===== src/rtl/uart_tx_cfg.sv =====
// uart_tx_cfg: configurable UART transmitter with input FIFO and back-to-back framing
module uart_tx_cfg #(
  parameter int CLK_FREQ   = 50_000_000,
  parameter int UART_BPS   = 115200,
  parameter int DATA_BITS  = 8,
  parameter int PARITY     = 0,
  parameter int STOP_BITS  = 1,
  parameter int FIFO_DEPTH = 4
) (
  input  logic                             sys_clk,
  input  logic                             sys_rst_n,
  input  logic [DATA_BITS-1:0]             pi_data,
  input  logic                             pi_valid,
  output logic                             pi_ready,
  output logic                             tx,
  output logic                             busy,
  output logic [$clog2(FIFO_DEPTH+1)-1:0]  fifo_cnt
);
  localparam int BAUD = CLK_FREQ / UART_BPS;
  localparam int BW = (BAUD > 1) ? $clog2(BAUD) : 1;
  localparam int AW = $clog2(FIFO_DEPTH);
  localparam int CW = $clog2(FIFO_DEPTH + 1);
  if (DATA_BITS < 5 || DATA_BITS > 9 || PARITY < 0 || PARITY > 2 || STOP_BITS < 1 ||
      STOP_BITS > 2 || FIFO_DEPTH < 2 || (FIFO_DEPTH & (FIFO_DEPTH - 1)) != 0 || BAUD < 2) begin : g_bad_param
    $error("uart_tx_cfg: illegal parameter set");
  end
  typedef enum logic [2:0] {IDLE, START, DATA, PAR, STOP} state_t;
  state_t                state_q, state_d;
  logic [BW-1:0]         baud_q, baud_d;
  logic [3:0]            bit_q, bit_d;
  logic [DATA_BITS-1:0]  sh_q, sh_d;
  logic                  par_q, par_d;
  logic                  tx_q, tx_d;
  logic                  busy_q, busy_d;
  logic [DATA_BITS-1:0]  mem_q [FIFO_DEPTH];
  logic [AW-1:0]         wptr_q, rptr_q;
  logic [CW-1:0]         cnt_q;
  logic                  push, pop, baud_end, frame_end;
  assign pi_ready  = cnt_q != CW'(FIFO_DEPTH);
  assign push      = pi_valid && pi_ready;
  assign baud_end  = baud_q == BW'(BAUD - 1);
  assign frame_end = state_q == STOP && baud_end && bit_q == 4'(STOP_BITS - 1);
  // The next word is popped either from IDLE or on the very last stop-bit cycle, so frames chain without a gap
  assign pop       = (state_q == IDLE || frame_end) && cnt_q != '0;
  assign tx        = tx_q;
  assign busy      = busy_q;
  assign fifo_cnt  = cnt_q;
  always_comb begin
    state_d = state_q;
    baud_d  = (state_q == IDLE || baud_end) ? '0 : baud_q + 1'b1;
    bit_d   = bit_q;
    sh_d    = sh_q;
    par_d   = par_q;
    tx_d    = tx_q;
    busy_d  = busy_q;
    case (state_q)
      START: if (baud_end) begin
        state_d = DATA;
        bit_d   = '0;
        tx_d    = sh_q[0];
        sh_d    = sh_q >> 1;
        par_d   = par_q ^ sh_q[0];
      end
      DATA: if (baud_end) begin
        if (bit_q == 4'(DATA_BITS - 1)) begin
          state_d = (PARITY != 0) ? PAR : STOP;
          tx_d    = (PARITY != 0) ? par_q : 1'b1;
          bit_d   = '0;
        end else begin
          bit_d = bit_q + 1'b1;
          tx_d  = sh_q[0];
          sh_d  = sh_q >> 1;
          par_d = par_q ^ sh_q[0];
        end
      end
      PAR: if (baud_end) begin
        state_d = STOP;
        tx_d    = 1'b1;
        bit_d   = '0;
      end
      STOP: if (frame_end) begin
        state_d = IDLE;
        tx_d    = 1'b1;
        busy_d  = 1'b0;
      end else if (baud_end) begin
        bit_d = bit_q + 1'b1;
      end
      default: ;
    endcase
    // Odd parity seeds the running XOR with 1 so the sent bit makes the total count of ones odd
    if (pop) begin
      state_d = START;
      sh_d    = mem_q[rptr_q];
      par_d   = (PARITY == 1);
      tx_d    = 1'b0;
      busy_d  = 1'b1;
      bit_d   = '0;
    end
  end
  always_ff @(posedge sys_clk) begin
    if (!sys_rst_n) begin
      state_q <= IDLE;
      baud_q  <= '0;
      bit_q   <= '0;
      sh_q    <= '0;
      par_q   <= 1'b0;
      tx_q    <= 1'b1;
      busy_q  <= 1'b0;
      wptr_q  <= '0;
      rptr_q  <= '0;
      cnt_q   <= '0;
    end else begin
      state_q <= state_d;
      baud_q  <= baud_d;
      bit_q   <= bit_d;
      sh_q    <= sh_d;
      par_q   <= par_d;
      tx_q    <= tx_d;
      busy_q  <= busy_d;
      wptr_q  <= wptr_q + AW'(push);
      rptr_q  <= rptr_q + AW'(pop);
      cnt_q   <= cnt_q + CW'(push) - CW'(pop);
    end
  end
  always_ff @(posedge sys_clk) begin
    if (push) mem_q[wptr_q] <= pi_data;
  end
endmodule


===== config.mk =====
export PLATFORM = sky130hd
export DESIGN_NAME = uart_tx_cfg
export DESIGN_NICKNAME = d
export VERILOG_FILES = /design/src/rtl/uart_tx_cfg.sv
export SDC_FILE = /design/constraint.sdc
export NUM_CORES = 1
export LEC_CHECK = 0
export ABC_AREA = 1
export CORE_MARGIN = 4
export CORE_UTILIZATION = 34
export CTS_CLUSTER_SIZE = 8
export DETAILED_ROUTE_END_ITERATION = 10
export SETUP_SLACK_MARGIN = 0.3
export SYNTH_ARGS = -nofsm -noshare
export SYNTH_HDL_FRONTEND = slang
export SYNTH_SLANG_ARGS = --single-unit
export TNS_END_PERCENT = 10

===== constraint.sdc =====
create_clock -name sys_clk -period 2.7 [get_ports sys_clk]
set_clock_uncertainty 0.2 [all_clocks]
set_input_delay 0.27 -clock sys_clk [delete_from_list [all_inputs] [get_ports sys_clk]]
set_output_delay 0.27 -clock sys_clk [all_outputs]
set_load 0.05 [all_outputs]

**Word level (Yosys, flattened, before mapping)**

Memories as Yosys holds them, arrays and structs flattened. A register that Yosys moved wholly into a read port is not among the register bits.
Index checks and enable logic that the tools add are counted.

- Bits in registers: 33
- Memory bits (writable): 32
- Input bits: 11
- Output and inout port bits: 6
- Word-level logic and storage cells: 94
- Memories: 1

Memory list:

| memory | depth | bits a word | read ports | clocked after memory_dff | wr ports | RTL line | source |
|---|---|---|---|---|---|---|---|
| mem_q | 4 | 8 | 1 | 1 | 1 | 35 | `logic [DATA_BITS-1:0] mem_q [FIFO_DEPTH];` |

- Add/subtract/negate cells: 6
- Eq/ne operators: 21
- Muxes and demuxes: 31
- Bitwise gates (word level): 1
- Reduce and logical (&&, ||, !) cells: 24

Operators with widths:

| kind | count |
|---|---|
| 2-to-1 mux 8 bit | 4 |
| != test 3 bit (second input constant) | 7 |
| 2-to-1 mux 4 bit | 5 |
| case mux 8 bit (2 select lines) | 1 |
| 2-to-1 mux 3 bit | 5 |
| != test 2 bit (second input constant) | 7 |
| 2-to-1 mux 1 bit | 12 |
| case mux 3 bit (4 select lines) | 1 |
| case mux 4 bit (3 select lines) | 1 |
| AND reduction 6 bit | 2 |
| AND reduction 5 bit | 2 |
| adder 9 x 1 -> 9 bit (second input constant) | 1 |
| == test 9 bit (second input constant) | 1 |
| nonzero test 3 bit | 3 |
| == test 3 x 2 -> 1 bit (second input constant) | 2 |
| OR reduction 2 bit | 3 |
| nonzero test 5 bit | 1 |
| adder 2 x 1 -> 2 bit | 2 |
| adder 4 x 1 -> 4 bit (second input constant) | 1 |
| == test 4 x 3 -> 1 bit (second input constant) | 1 |
| logical AND 1 bit | 4 |
| zero test 4 bit | 1 |
| case mux 1 bit (4 select lines) | 1 |
| AND reduction 4 bit | 1 |
| 12 further kinds | 14 |

**Logic depth before layout (Yosys ltp)**

Gate-level depths: netlist of run 1.

- Word-level depth: 7
- Mapped depth: 16
- Depth with buffers taken out: 16

**Worst setup path before layout of run 1**

OpenSTA, ideal clock, no wires.

- Kind: flip-flop to flip-flop
- Start point: reg cnt_q[1], in the netlist fifo_cnt[1]
- End point: reg cnt_q[2], in the netlist fifo_cnt[2]
- Library setup time: 0.130 ns
- Arrival time: 2.558 ns
- Data required time: 2.370 ns
- Path slack: -0.188 ns
- Cell stages (with the launch flop): 10
- Buffers on the path: 0
- Period minus slack after synthesis: 2.888 ns
- Path through: dfxtp_1 -> inv_1 -> nand3_1 -> nand2_1 -> ha_1 -> inv_1 -> ha_1 -> fa_1 -> xnor2_1 -> nor2_1

- Word-level cells in the longest chain between the ends: 4
- Elaborated cells between the ends (all ways): 6
- Classes of those cells: add/sub (2); eq/ne (1); reduce/logical (3)

Ends and longest elaborated chain:

| item | RTL line | source |
|---|---|---|
| start: declaration | 37 | `logic [CW-1:0] cnt_q;` |
| start signal: assignment | 122 | `cnt_q <= cnt_q + CW'(push) - CW'(pop);` |
| != test 3 bit | 39 | `assign pi_ready = cnt_q != CW'(FIFO_DEPTH);` |
| net pi_ready | 14 | `output logic pi_ready,` |
| logical AND 1 bit | 40 | `assign push = pi_valid && pi_ready;` |
| adder 3 x 1 -> 3 bit | 122 |  |
| subtractor 3 x 1 -> 3 bit | 122 |  |

The timed path passes the listed nets, and every way through them passes these cells.
A chain may end at the register's enable or synchronous reset.

**Worst setup path after layout of run 1**

- Start point: reg bit_q[0]
- End point: reg cnt_q[2], in the netlist fifo_cnt[2]

- Word-level cells in the longest chain between the ends: 5

Ends and longest elaborated chain:

| item | RTL line | source |
|---|---|---|
| start: declaration | 30 | `logic [3:0] bit_q, bit_d;` |
| start signal: assignment | 115 | `bit_q <= bit_d;` |
| zero test 4 bit | 42 | `assign frame_end = state_q == STOP && baud_end && bit_q == 4'(STOP_BITS - 1);` |
| logical AND 1 bit | 42 |  |
| logical OR 1 bit | 44 | `assign pop = (state_q == IDLE \|\| frame_end) && cnt_q != '0;` |
| logical AND 1 bit | 44 |  |
| subtractor 3 x 1 -> 3 bit | 122 |  |

No other way between the ends.

==> results of run 1 <==
## synthesized netlist by cell type, drive strengths merged
cell    count  share of area [%]
nand2      57                8.3
a21oi      34                6.3
dfxtp      33                 23
edfxtp     32                 33
nand3      28                5.4
inv        27                3.5
nor2       26                4.0
ha          8                3.5
nand4       8                1.7
a31oi       7                1.5
nor3        7                1.2
xnor2       6                1.8
buf         5                1.2
clkbuf      4               0.52
o21ai       4               0.70
nor3b       3               0.96
o21bai      2               0.52
a21boi      1               0.26
a21o        1               0.26
and3        1               0.22
fa          1               0.70
nand3b      1               0.26
o22ai       1               0.22
o32ai       1               0.31
## power by group
part           leakage, nW  switching (mW)  total, mW  internal, mW
combinational        0.642           0.726       1.22         0.493
sequential           0.567           0.130       1.34          1.21
clock               0.0991           0.378      0.804         0.426
total                 1.31            1.23       3.37          2.13
## worst max-delay path, stage by stage (launching register included)
cell and delay [ns]:
dfxtp_4 0.35, inv_1 0.05, ha_1 0.19, nand2_1 0.08
nor2_2 0.05, nand2_4 0.09, nand2_8 0.06, nand2_4 0.07
inv_4 0.04, ha_4 0.25, inv_2 0.03, ha_4 0.15
fa_2 0.37, xnor2_2 0.13, nor2_1 0.05
## logic make-up after synthesis
logic type	Yosys count	share of synthesized area [%]
compound gates	51	10.1
xor+xnor	6	1.83
flops	65	56.5
simple gates	131	22.1
fa+ha+maj	9	4.18
buf+inv	36	5.23
## area by class of cell
| cell class | count | area [um2] | share of cell area [%] |
|---|---|---|---|
| inverter | 27 | 104 | 2.96 |
| clock inverter | 7 | 68.8 | 1.96 |
| timing repair buffer | 32 | 280 | 7.99 |
| sequential | 65 | 1640 | 46.6 |
| tap | 105 | 131 | 3.74 |
| clock buffer | 9 | 124 | 3.53 |
| multi-input combinational | 197 | 1160 | 33.2 |
## flip-flops by register name, summed over array words and instances, names as in the netlist
signal and count:
rptr_q 2, baud_q 9, sh_q 8, tx 1
fifo_cnt 3, busy 1, state_q 3, wptr_q 2
mem_q 32, bit_q 4
## layer usage
metal / track usage, % / vias to the layer above / routed length (um)
met2: 19.2 / 29 / 2820
met4: 5.67 / 0 / 95
met1: 15.9 / 1008 / 2620
met5: 0 / - / 0
li1: - / 1097 / -
met3: 3.82 / 7 / 146
## worst paths after layout
| check | cells past startpoint | slack (ns) | to |
|---|---|---|---|
| worst max-delay path | 14 | 0.40 | fifo_cnt[2]$_SDFF_PN0_ |
| worst min-delay path | 2 | 0.28 | tx$_SDFFE_PN1P_ |
| worst max register to register | 14 | 0.40 | fifo_cnt[2]$_SDFF_PN0_ |
| worst min register to register | 2 | 0.28 | tx$_SDFFE_PN1P_ |
## what timing repair did
item,in CTS,in global routing
gates cloned,0,0
gates resized for setup,6,15
endpoints found under the hold margin,0,0
endpoints found under the setup margin,2,2
pin swaps,1,3
buffers inserted,1,7
## stage by stage
| stage | utilization, % | hold WS, ns | power [mW] | setup slack (ns) |
|---|---|---|---|---|
| 2_1_floorplan | - | 0.169 | 2.14 | 0.245 |
| 3_3_place_gp | 38.7 | 0.249 | 2.43 | 0.242 |
| 3_5_place_dp | 38.7 | 0.255 | 2.44 | 0.197 |
| 4_1_cts | 41.4 | 0.238 | 3.27 | 0.302 |
| 5_1_grt | 42.7 | 0.311 | 3.61 | 0.296 |
| 6_report | 42.7 | 0.275 | 3.37 | 0.402 |
==> impl_metrics.csv, run 1 <==
group,metric,value,unit
synthesis,synth.yosys.seq_area_share,56.5,%
clock_tree,cts_buffers,9,
timing,max_freq,0.435,GHz
global_routing,grt_pass1_vias,2078,
cells_and_area,drive_gt1_share,19.3,%
placed_design,placed_cell_area,3180,um2
synthesis,synthesis.nets,318,
timing,relSlewSlack,56.1,%
floorplan,io_pins,17,
drt,totalWireLength,5670,um
worst_setup_path,crit_path_end_kind,"flip-flop",
floorplan,core,8220,um2
worst_setup_path,crit_fanout,3,
drt,vias,2141,
global_routing,antenna_found_initial,0,
synthesis,syn_inst,298,
clock_tree,clk-insertion-delay-late,0.34,ns
global_routing,grt_pass1_wl,9590,um
pwr,p_leak,1.31,nW
clock_tree,cts_hold_buf,0,
cells_and_area,nets,352,
placed_design,io_buffers,16,
synthesis,synth_seq_cells,65,
clock_tree,clkTransAtPathRegs,0.07,ns
timing,finalMaxSlewViolations,0,
global_routing,grt_max_degree,18,
synthesis,synth_area,2870,um2
worst_setup_path,crit_type,"flip-flop to flip-flop",
pwr,power_density,959,nW/um2
cells_and_area,fill_cells,789,
cells_and_area,layout_common_cells,"nand2_1 (51), edfxtp_1 (32), a21oi_1 (31)",
run_status,outcome,"complete, no violations",
drt,vias_per_cell,4.84,
clock_tree,clock_sinks,65,
drt,drtAntennaViolNets,0,
clock_tree,cts_tree,"done",
pwr,peakVddDrop,0.625,mV
drt,first_iter_violations,178,
timing,hold_violations,0,
cells_and_area,syn_to_final_growth,22.2,%
worst_setup_path,crit_start,"bit_q[0]$_SDFFE_PP0P_",
floorplan,initial_core_util,34.9,%
placed_design,dp_hpwl,3720,um
synthesis,synth.distinct_cells,35,
floorplan,die_w,99.9,um
timing,min_period,2.30,ns
worst_setup_path,worstPathArrival,2.31,ns
timing,worst_slew_pin_slew,0.658,ns
floorplan,dieHeight,99.9,um
synthesis,yosys_warnings,0,
placed_design,place.gp.congestion,0.776,
floorplan,rows,33,
run,cap_viol_max_count,0,
drt,drt-wirelength-per-cell,12.8,um
drt,drc,0,
floorplan,die_area,9980,um2
worst_hold_path,hp-class,"flip-flop to flip-flop",
worst_setup_path,crit_path_start_kind,"flip-flop",
clock_tree,clockBufferDepth,2,
timing,timing.setup.tns,0,ns
placed_design,placedCellCount,418,
worst_setup_path,rr_startpoint,"bit_q[0]$_SDFFE_PP0P_",
cells_and_area,fin_cells,442,
drt,drt_first_pass_iters,4,
worst_setup_path,worstPathRequired,2.71,ns
cells_and_area,final_common_cell,"nand2_1",
global_routing,grt-ovfl-total,0,
timing,timing.final.crit_share,85.1,%
worst_hold_path,min_from,"tx$_SDFFE_PN1P_",
timing,setup_viol,0,
cells_and_area,num_antenna_cells,0,
synthesis,syn_area_per_cell,9.63,um2
cells_and_area,design_area,3510,um2
global_routing,grt_usage,12.4,%
clock_tree,clock_tree.root_cell,"clkbuf_8",
timing,rsz0062_at_grt,"false",
clock_tree,htreeDepth,3,
(Power assumes the default switching activity.)
==> run 2: changes to the inputs <==
- SETUP_SLACK_MARGIN: 0.3 -> 0.2
==> run 2 against run 1 <==
Compared with the run above:
- count of clock-buffer cells in the layout did not move
- global-route usage fell by 0.059 points
- clock power barely moved
- total power fell by 3.1%
- die area did not move
- setup slack got worse by 0.070 ns
- register-to-register slack got worse by 0.07 ns
- sequential power barely moved
- maximum frequency fell by 2.9%
- largest power group unchanged
- non-clock buffer count fell by 3
- cell count fell by 0.68%
- final area fell by 2.1%
==> impl_metrics.csv, run 2 (synthesized netlist as in run 1, its figures left out) <==
group,metric,value,unit
worst_setup_path,crit_path_start_kind,"flip-flop",
drt,drtAntennaViolNets,0,
worst_setup_path,worstPathRequired,2.78,ns
timing,worst_slew_pin_slew,0.654,ns
drt,drc,0,
timing,rsz0062_at_grt,"false",
timing,setup_viol,0,
drt,first_iter_violations,209,
cells_and_area,largest_reg_flops,32,
timing,hold_violations,0,
worst_setup_path,cp_cell_sequence,"inv_1, ha_1, nand2_1, nor2_2, nand2_4, nand2_8, nand2_4, inv_2, ha_1, inv_1, ha_2, fa_2, nand2_1, inv_1",
drt,vias_per_cell,4.83,
cells_and_area,final_common_cell,"nand2_1",
cells_and_area,layout_common_cells,"nand2_1 (52), edfxtp_1 (32), a21oi_1 (31)",
worst_setup_path,critPathMaxStageDelay,0.51,ns
drt,drt-wirelength-per-cell,12.8,um
cells_and_area,drive_gt1_share,15.6,%
timing,relSlewSlack,56.4,%
floorplan,initial_core_util,34.9,%
placed_design,io_buffers,16,
worst_setup_path,crit_end,"fifo_cnt[1]$_SDFF_PN0_",
global_routing,grt_pass1_wl,9550,um
global_routing,grt_pass1_vias,2072,
global_routing,grt_max_degree,18,
floorplan,dieHeight,99.9,um
worst_setup_path,cpMostUsedCell,"inv_1",
cells_and_area,top_regs,"mem_q x32, baud_q x9, sh_q x8",
clock_tree,clockBufferDepth,2,
drt,drt_first_pass_iters,5,
worst_hold_path,hp-class,"flip-flop to flip-flop",
timing,finalMaxSlewViolations,0,
pwr,pwr-share-clk,24.7,%
worst_setup_path,crit_type,"flip-flop to flip-flop",
timing,min_period,2.37,ns
clock_tree,cts_tree,"done",
placed_design,place.gp.congestion,0.776,
floorplan,die_w,99.9,um
worst_setup_path,crit_start,"bit_q[1]$_SDFFE_PP0P_",
pwr,switching_share,36.6,%
clock_tree,cts_hold_buf,0,
pwr,finalPower,3.26,mW
clock_tree,htreeDepth,3,
global_routing,antenna_found_initial,0,
run_status,outcome,"complete, no violations",
cells_and_area,num_antenna_cells,0,
clock_tree,clock_sinks,65,
worst_setup_path,worstPathArrival,2.45,ns
global_routing,grt_usage,12.4,%
placed_design,dp_hpwl,3720,um
worst_setup_path,slowest_stage,"fa_2",
timing,timing.final.crit_share,87.7,%
floorplan,rows,33,
pwr,internal_power,2.07,mW
worst_setup_path,reg2regPathDepth,14,
pwr,p_switching,1.19,mW
floorplan,core,8220,um2
cells_and_area,nets,349,
drt,totalWireLength,5610,um
drt,vias,2119,
timing,max_freq,0.422,GHz
pwr,p_leak,1.29,nW
floorplan,io_pins,17,
floorplan,die_area,9980,um2
worst_setup_path,timing.rr.end,"fifo_cnt[1]$_SDFF_PN0_",
global_routing,grt-ovfl-total,0,
pwr,pwr-share-comb,34.4,%
worst_hold_path,hold_path_depth,2,
clock_tree,cts_buffers,9,
pwr,peakVddDrop,0.533,mV
pwr,p_seq_share,40.9,%
cells_and_area,syn_to_final_growth,19.7,%
worst_setup_path,crit_fanout,5,
run,cap_viol_max_count,0,
clock_tree,clk-insertion-delay-late,0.34,ns
pwr,power_density,950,nW/um2
cells_and_area,largest-register,"mem_q",
worst_setup_path,rr_startpoint,"bit_q[1]$_SDFFE_PP0P_",
clock_tree,clkTransAtPathRegs,0.07,ns
worst_setup_path,crit_path_end_kind,"flip-flop",
timing,timing.setup.tns,0,ns
worst_setup_path,ff2ff_setup_slack,0.33,ns
clock_tree,clock_tree.root_cell,"clkbuf_8",
## run 2: changes by cell type in the layout (fill, tap and decap cells not counted), sizes merged
cell,delta
buf,-3
## run 2: metal layers
layer	vias to the layer above	wire length [um]	part of all wire, %	track usage (%)
met5	-	0	0	0
met4	0	70	1.2	5.67
met3	4	194	3.5	3.82
met2	39	2720	49	19.0
met1	984	2620	47	15.9
li1	1092	-	-	-
## run 2: area by class of cell
type	count	area [um2]
fillers	806	4780
flip-flops and latches	65	1630
multi-input cells	197	1120
repair buffers	29	258
well taps	105	131
clock buffers	9	124
inverters	27	101
clock inverters	7	68.8
## run 2: stage by stage
stage	utilization, %	area, um2	instances	setup WS [ns]	hold WS [ns]
detailed placement	38.7	3180	418	0.197	0.255
global placement	38.7	3180	418	0.242	0.249
global route	41.8	3430	439	0.200	0.319
finish	41.8	3430	439	0.332	0.275
floorplan	-	2880	298	0.245	0.169
CTS	41.1	3380	434	0.207	0.274
## run 2: worst min-delay path by stage
| stage | start | to | slack, ns |
|---|---|---|---|
| after floorplan | pi_data[0] | mem_q[0][0]$_DFFE_PP_ | 0.17 |
| after global placement | baud_q[0]$_SDFF_PP0_ | baud_q[0]$_SDFF_PP0_ | 0.25 |
| after detailed placement | baud_q[0]$_SDFF_PP0_ | baud_q[0]$_SDFF_PP0_ | 0.25 |
| after CTS | baud_q[0]$_SDFF_PP0_ | baud_q[0]$_SDFF_PP0_ | 0.27 |
| after global routing | sh_q[2]$_SDFFE_PN0P_ | sh_q[2]$_SDFFE_PN0P_ | 0.32 |
| final | tx$_SDFFE_PN1P_ | tx$_SDFFE_PN1P_ | 0.28 |
## run 2: critical path, delay by kind of cell (launching register included)
family                     cells  cell delay, ns
and+or+nand+nor                6            0.42
adders and majority gates      4            1.11
buffers and inverters          4            0.20
DFF                            1            0.37
## run 2: power by group through the flow
stage | Combinational (mW) | Clock [mW] | Sequential (mW)
3_3_place_gp | 1.07 | 0 | 1.36
5_1_grt | 1.27 | 0.867 | 1.36
6_report | 1.12 | 0.804 | 1.34
2_1_floorplan | 0.726 | 0 | 1.41
3_5_place_dp | 1.08 | 0 | 1.36
4_1_cts | 1.09 | 0.827 | 1.34
## run 2: timing repair
action,CTS,global route
buffers inserted,0,5
setup endpoints to repair,1,2
gates resized for setup,2,6
pin swaps,0,1
